--- config.mk ---
export PLATFORM = sky130hd
export DESIGN_NAME = mult_share_arbiter
export DESIGN_NICKNAME = d
export VERILOG_FILES = /design/src/rtl/mult_share_arbiter.sv
export SDC_FILE = /design/constraint.sdc
export NUM_CORES = 1
export LEC_CHECK = 0
export CORE_MARGIN = 8
export CORE_UTILIZATION = 35
export CTS_BUF_LIST = sky130_fd_sc_hd__clkbuf_16
export DETAILED_ROUTE_END_ITERATION = 16
export PLACE_DENSITY = 0.78
export SLEW_MARGIN = 20
export SYNTH_ARGS = -nofsm -noshare
export SYNTH_HDL_FRONTEND = slang
export SYNTH_SLANG_ARGS = --single-unit
--- constraint.sdc ---
create_clock -name clk_i -period 1.9 [get_ports clk_i]
set_clock_uncertainty 0.15 [all_clocks]
set_input_delay 0.38 -clock clk_i [delete_from_list [all_inputs] [get_ports clk_i]]
set_output_delay 0.38 -clock clk_i [all_outputs]
set_load 0.01 [all_outputs]
--- src/rtl/mult_share_arbiter.sv ---
// Round-robin front end that shares one sequential 8x8 signed multiplier among
// NREQ requesters. One multiplication is in flight at a time. A watchdog aborts
// the operation and returns an error response if the multiplier never finishes.
module mult_share_arbiter #(
    parameter int unsigned NREQ    = 4,
    parameter int unsigned IDW     = 2,
    parameter int unsigned TIMEOUT = 31
) (
    input  logic              clk_i,
    input  logic              rst_ni,
    input  logic [NREQ-1:0]   req_valid_i,
    input  logic [8*NREQ-1:0] req_m_i,
    input  logic [8*NREQ-1:0] req_r_i,
    output logic [NREQ-1:0]   req_ack_o,
    output logic              rsp_valid_o,
    output logic [IDW-1:0]    rsp_id_o,
    output logic [15:0]       rsp_ans_o,
    output logic              rsp_err_o,
    output logic              busy_o,
    output logic [7:0]        mul_m_o,
    output logic [7:0]        mul_r_o,
    output logic              mul_start_o,
    input  logic              mul_ready_i,
    input  logic [15:0]       mul_ans_i
);

    localparam int unsigned TW = $clog2(TIMEOUT + 1);
    // The abort fires on the edge where the timer would reach TIMEOUT.
    localparam logic [TW-1:0] TimeoutLast = TW'(TIMEOUT - 1);

    typedef enum logic [1:0] {StIdle, StLaunch, StWaitDone} state_e;

    state_e           state_q, state_d;
    logic [IDW-1:0]   rr_ptr_q, rr_ptr_d;
    logic [IDW-1:0]   grant_q, grant_d;
    logic [TW-1:0]    timer_q, timer_d;
    logic [7:0]       mul_m_q, mul_m_d;
    logic [7:0]       mul_r_q, mul_r_d;
    logic             start_q, start_d;
    logic [NREQ-1:0]  ack_q, ack_d;
    logic             rsp_valid_q, rsp_valid_d;
    logic [IDW-1:0]   rsp_id_q, rsp_id_d;
    logic [15:0]      rsp_ans_q, rsp_ans_d;
    logic             rsp_err_q, rsp_err_d;

    logic             win_found;
    logic [IDW-1:0]   win_id;
    logic             hi_found;
    logic [IDW-1:0]   hi_id;
    logic             lo_found;
    logic [IDW-1:0]   lo_id;
    logic [IDW-1:0]   rr_next;

    // Round-robin pick: lowest requester at or above rr_ptr, else lowest overall (wrap).
    always_comb begin
        hi_found = 1'b0;
        hi_id    = '0;
        lo_found = 1'b0;
        lo_id    = '0;
        for (int i = NREQ - 1; i >= 0; i--) begin
            if (req_valid_i[i]) begin
                lo_found = 1'b1;
                lo_id    = IDW'(i);
                if (i >= int'(rr_ptr_q)) begin
                    hi_found = 1'b1;
                    hi_id    = IDW'(i);
                end
            end
        end
        win_found = lo_found;
        win_id    = hi_found ? hi_id : lo_id;
    end

    // Pointer value after the current grant retires, success or abort.
    always_comb begin
        rr_next = (grant_q == IDW'(NREQ - 1)) ? '0 : grant_q + 1'b1;
    end

    // State register and all datapath registers.
    always_ff @(posedge clk_i or negedge rst_ni) begin
        if (!rst_ni) begin
            state_q     <= StIdle;
            rr_ptr_q    <= '0;
            grant_q     <= '0;
            timer_q     <= '0;
            mul_m_q     <= '0;
            mul_r_q     <= '0;
            start_q     <= 1'b0;
            ack_q       <= '0;
            rsp_valid_q <= 1'b0;
            rsp_id_q    <= '0;
            rsp_ans_q   <= '0;
            rsp_err_q   <= 1'b0;
        end else begin
            state_q     <= state_d;
            rr_ptr_q    <= rr_ptr_d;
            grant_q     <= grant_d;
            timer_q     <= timer_d;
            mul_m_q     <= mul_m_d;
            mul_r_q     <= mul_r_d;
            start_q     <= start_d;
            ack_q       <= ack_d;
            rsp_valid_q <= rsp_valid_d;
            rsp_id_q    <= rsp_id_d;
            rsp_ans_q   <= rsp_ans_d;
            rsp_err_q   <= rsp_err_d;
        end
    end

    // Next-state and datapath update: grant, launch handshake, completion, watchdog abort.
    always_comb begin
        state_d     = state_q;
        rr_ptr_d    = rr_ptr_q;
        grant_d     = grant_q;
        timer_d     = timer_q;
        mul_m_d     = mul_m_q;
        mul_r_d     = mul_r_q;
        start_d     = start_q;
        ack_d       = '0;
        rsp_valid_d = 1'b0;
        rsp_id_d    = rsp_id_q;
        rsp_ans_d   = rsp_ans_q;
        rsp_err_d   = rsp_err_q;

        unique case (state_q)
            StIdle: begin
                if (win_found && mul_ready_i) begin
                    mul_m_d        = req_m_i[8*win_id +: 8];
                    mul_r_d        = req_r_i[8*win_id +: 8];
                    ack_d[win_id]  = 1'b1;
                    start_d        = 1'b1;
                    grant_d        = win_id;
                    timer_d        = '0;
                    state_d        = StLaunch;
                end
            end
            StLaunch: begin
                timer_d = timer_q + 1'b1;
                if (timer_q == TimeoutLast) begin
                    start_d     = 1'b0;
                    rsp_valid_d = 1'b1;
                    rsp_err_d   = 1'b1;
                    rsp_ans_d   = '0;
                    rsp_id_d    = grant_q;
                    rr_ptr_d    = rr_next;
                    state_d     = StIdle;
                end else if (!mul_ready_i) begin
                    // Multiplier has accepted the operands.
                    start_d = 1'b0;
                    state_d = StWaitDone;
                end
            end
            StWaitDone: begin
                timer_d = timer_q + 1'b1;
                if (mul_ready_i) begin
                    rsp_valid_d = 1'b1;
                    rsp_err_d   = 1'b0;
                    rsp_ans_d   = mul_ans_i;
                    rsp_id_d    = grant_q;
                    rr_ptr_d    = rr_next;
                    state_d     = StIdle;
                end else if (timer_q == TimeoutLast) begin
                    start_d     = 1'b0;
                    rsp_valid_d = 1'b1;
                    rsp_err_d   = 1'b1;
                    rsp_ans_d   = '0;
                    rsp_id_d    = grant_q;
                    rr_ptr_d    = rr_next;
                    state_d     = StIdle;
                end
            end
            default: begin
                state_d = StIdle;
            end
        endcase
    end

    // Outputs: all registered except busy, which decodes the state.
    always_comb begin
        busy_o      = (state_q != StIdle);
        req_ack_o   = ack_q;
        rsp_valid_o = rsp_valid_q;
        rsp_id_o    = rsp_id_q;
        rsp_ans_o   = rsp_ans_q;
        rsp_err_o   = rsp_err_q;
        mul_m_o     = mul_m_q;
        mul_r_o     = mul_r_q;
        mul_start_o = start_q;
    end

endmodule

==> impl_results.md, run 1 <==
* Run status: complete, no violations
* Nets@finish at roughly 460
* Slew at the pin closest to its max-slew limit at about 0.34 ns
* Internal power at 3760 uW
* Maximum clock insertion buffer count at 2
* Number of vias in the routed layout at 2302
* Post-route DRC violation count at 0
* Utilization after layout at 0.601
* Post-Place Cells at 458
* Antenna-violating nets left at 0
* Crit share post-route at 0.976
* Power density of the placed cells at 1320 nW/um^2
* Max-Slew Margin vs Limit at 0.773
* Design area at about 4400 sq um
* Dpl ws at -0.383 ns
* Row count at 31
* Flip-flop and latch count after synthesis at 52
* Data required time of the worst path at 1.95 ns
* Maximum clock frequency at approximately 540 MHz
* Combinational Power Share at 0.517
* Min Clock Period, post-route at 1.85 ns
* First-pass detailed-route iteration total at 4
* Post-synthesis sequential area ratio at 0.496
* Number of synthesis warnings at 0
* RSZ-0062 raised after global routing: false
* Routability congestion estimate from global placement at 0.785
* Final setup vio count at 0
* Area Overhead vs Synth at 66.2%
* Total congestion overflow after global routing at 0
* Final Hold Vio Count at 0
* Path category of the worst min-delay check: reg -> reg
* Clock buffer count from CTS at 5
* Worst skew pair latency at approximately 0.28 ns
* Clock Pin Slew Worst Setup and Hold Paths at 0.07 ns
* Top Ports at 129
* GR Util All Layers at 0.153
* Crit-path cells: clkdlybuf4s50_1 > buf_4 > o22ai_1 > o22ai_2 > or2_4 > buf_4 > o221ai_1
* Count of buffer and inverter cells on the critical path at 3
* Synthesized instance count at 225
* Cell type group with the largest total delay on the critical path: buffers and inverters
* Maximum number of pins on one net before global-route repair at 53
* Net switching fraction of the power at 0.348
* Portion of total power attributed to the clock network at 0.153
* HPWL Detailed at 6270 um
* Core outline area at 7250 sq um
* Die extent in y at between 100 and 150 um
* Most frequent cell on the critical path: buf_4
* Total power after layout at 5770 uW
* Global-route wire length before repair at 12800 um
* Register-to-register setup slack at 0.09 ns
* Yosys cell types at 32
* Final-report max-slew violation count at 0
* Power share of the sequential group at 0.329
* DIE WIDTH at between 100 and 150 um
* Maximum resistive drop on vdd at 0.647 mV
* Net switching power of the design at 2010 uW
* Average instance area after synthesis at 11.7 sq um
* Detailed-route wire length at 7950 um
* Die area at ~11000 sq um
* Post-synthesis net count at 318
* Vias in the first global route at 2588
* Data arrival time of the worst path at 1.90 ns
* Number of clock sinks seen by CTS at between 50 and 60
* Initial core utilization at 0.362
* Via density at 4.92
* Port bufs at 128
* Starting DRT DRC Count at 89
* Buffer type at the clock tree root: clkbuf_16
* Average detailed-routed wire length per instance at about 17 um
* Max-cap violations at 0
* Critical path's largest stage delay at roughly 0.44 ns
* Synthesized cell area at approximately 2600 sq um
* Clock tree from TritonCTS: built
* Share of cells above drive strength 1 at 0.154
* Critical path fanouts, max at 7
* Worst Setup End Kind: flip-flop
* Critical setup path kind: in -> reg
* Initial antenna violation count at 0
* Startpoint kind of the worst setup timing path: input port
* H-tree depth at 2
* Diode count at 0
* Cell type of the slowest stage on the worst timing path: clkdlybuf4s50_1
* Final worst slack at roughly 0.046 ns
* Cell Area, Placed at a little over 4000 sq um
* Final Non-Filler Cells at 468
* Leak Pwr at between 0.0015 and 0.002 uW
-- tightest hold or removal path, stage by stage, from the launching register on --
cell and delay (ns):
dfrtp_1 0.34, nand2_1 0.06, o221ai_2 0.05
-- stage by stage --
stage	setup TNS, ns	hold WS, ns
after floorplan	0	-0.0656
after CTS	0	0.347
after global routing	0	0.368
after detailed placement	-11.07	0.247
after global placement	-10.19	0.242
final	0	0.344
-- cell usage in the layout, fill, tap and decap left out, types with 6 or more instances in the layout --
cell / count
a22o_1: 16
buf_12: 6
buf_4: 15
clkdlybuf4s50_1: 124
dfrtp_1: 52
inv_1: 6
mux2i_1: 29
nand2_1: 30
nor2_1: 11
o21ai_0: 7
o221ai_2: 11
-- cell type report --
| cell class | instances | area, sq um |
|---|---|---|
| fill | 611 | 2900 |
| timing repair buffer | 150 | 1510 |
| sequential | 52 | 1300 |
| multi-input combinational | 154 | 1260 |
| clock buffer | 5 | 125 |
| tap | 99 | 124 |
| clock inverter | 3 | 20.0 |
| inverter | 5 | 18.8 |
-- final timing paths --
path / start / endpoint / cells after the start
max reg2reg: state_q[0]$_DFFE_PN0P_ / mul_m_o[6]$_DFFE_PN0P_ / 7
max in group asynchronous: rst_ni / mul_r_o[2]$_DFFE_PN0P_ / 3
min: mul_m_o[1]$_DFFE_PN0P_ / mul_m_o[1]$_DFFE_PN0P_ / 2
min in group asynchronous: rst_ni / rsp_ans_o[7]$_DFFE_PN0N_ / 3
min reg2reg: mul_m_o[1]$_DFFE_PN0P_ / mul_m_o[1]$_DFFE_PN0P_ / 2
max: req_valid_i[1] / mul_m_o[6]$_DFFE_PN0P_ / 7
-- registers in the layout (all words and copies together) (netlist names), 2 cells and up --
| name | count |
|---|---|
| grant_q | 2 |
| timer_q | 5 |
| rr_ptr_q | 2 |
| state_q | 2 |
| rsp_id_o | 2 |
| req_ack_o | 4 |
| rsp_ans_o | 16 |
| mul_m_o | 8 |
| mul_r_o | 8 |
-- synthesized netlist by cell type, drive strengths merged --
cell type	count	area [sq um]
and4	1	8.76
o311ai	1	8.76
and3b	1	8.76
nand4	3	18.8
inv	5	18.8
nand2b	2	12.5
and3	1	6.26
a32o	1	10.0
nand2	31	116
o31ai	2	15.0
or2	2	12.5
o21ai	8	40.0
ha	6	75.1
clkbuf	2	7.51
o22ai	2	12.5
a21boi	1	7.51
buf	12	106
dfrtp	52	1300
nor2b	4	25.0
a22o	16	140
o221ai	16	196
mux2	3	33.8
a31oi	1	6.26
a21oi	3	15.0
nor2	11	41.3
o41ai	1	16.3
nor3	1	5.00
mux2i	33	330
xor2	3	26.3
-- routing by layer --
metal,part of all wire,global-route usage,vias to the layer above,routed length (um)
li1,-,-,1114,-
met4,0.0036,0.0305,0,29
met1,0.40,0.177,1109,3210
met5,0,0,-,0
met2,0.52,0.274,75,4160
met3,0.069,0.0439,4,547
-- logic make-up after synthesis --
logic type | share of synthesized area
compound gates | 0.178
xor+xnor | 0.0100
fa+ha+maj | 0.0286
buf+inv | 0.0506
flops | 0.496
mux | 0.139
simple gates | 0.0973
-- what timing repair did --
item	in CTS	in global routing
gates resized for setup	10	10
pin swaps	1	1
buffers inserted	1	0
hold buffers	1	0
endpoints found under the hold margin	52	0
setup endpoints to repair	17	36
-- power by group through the flow --
stage	Clock, uW	Combinational (uW)	Sequential (uW)
2_1_floorplan	0	1310	2060
3_3_place_gp	0	2850	1900
3_5_place_dp	0	2940	1900
4_1_cts	907	2990	1900
5_1_grt	967	3230	1980
6_report	884	2980	1900
No activity file was read; power rests on OpenSTA's default activity.
==> run 2, diff against run 1 <==
--- a/config.mk
+++ b/config.mk
@@ -10,7 +10,7 @@
 export CTS_BUF_LIST = sky130_fd_sc_hd__clkbuf_16
 export DETAILED_ROUTE_END_ITERATION = 16
 export PLACE_DENSITY = 0.78
-export SLEW_MARGIN = 20
+export SLEW_MARGIN = 15
 export SYNTH_ARGS = -nofsm -noshare
 export SYNTH_HDL_FRONTEND = slang
 export SYNTH_SLANG_ARGS = --single-unit
==> results of run 2 <==
The final DEF is identical to that of run 1; final timing and power are the same.
==> run 3, diff against run 2 <==
--- a/config.mk
+++ b/config.mk
@@ -8,6 +8,7 @@
 export CORE_MARGIN = 8
 export CORE_UTILIZATION = 35
 export CTS_BUF_LIST = sky130_fd_sc_hd__clkbuf_16
+export CTS_CLUSTER_SIZE = 10
 export DETAILED_ROUTE_END_ITERATION = 16
 export PLACE_DENSITY = 0.78
 export SLEW_MARGIN = 15
==> results of run 3 <==
The final DEF is identical to that of run 1; final timing and power are the same.
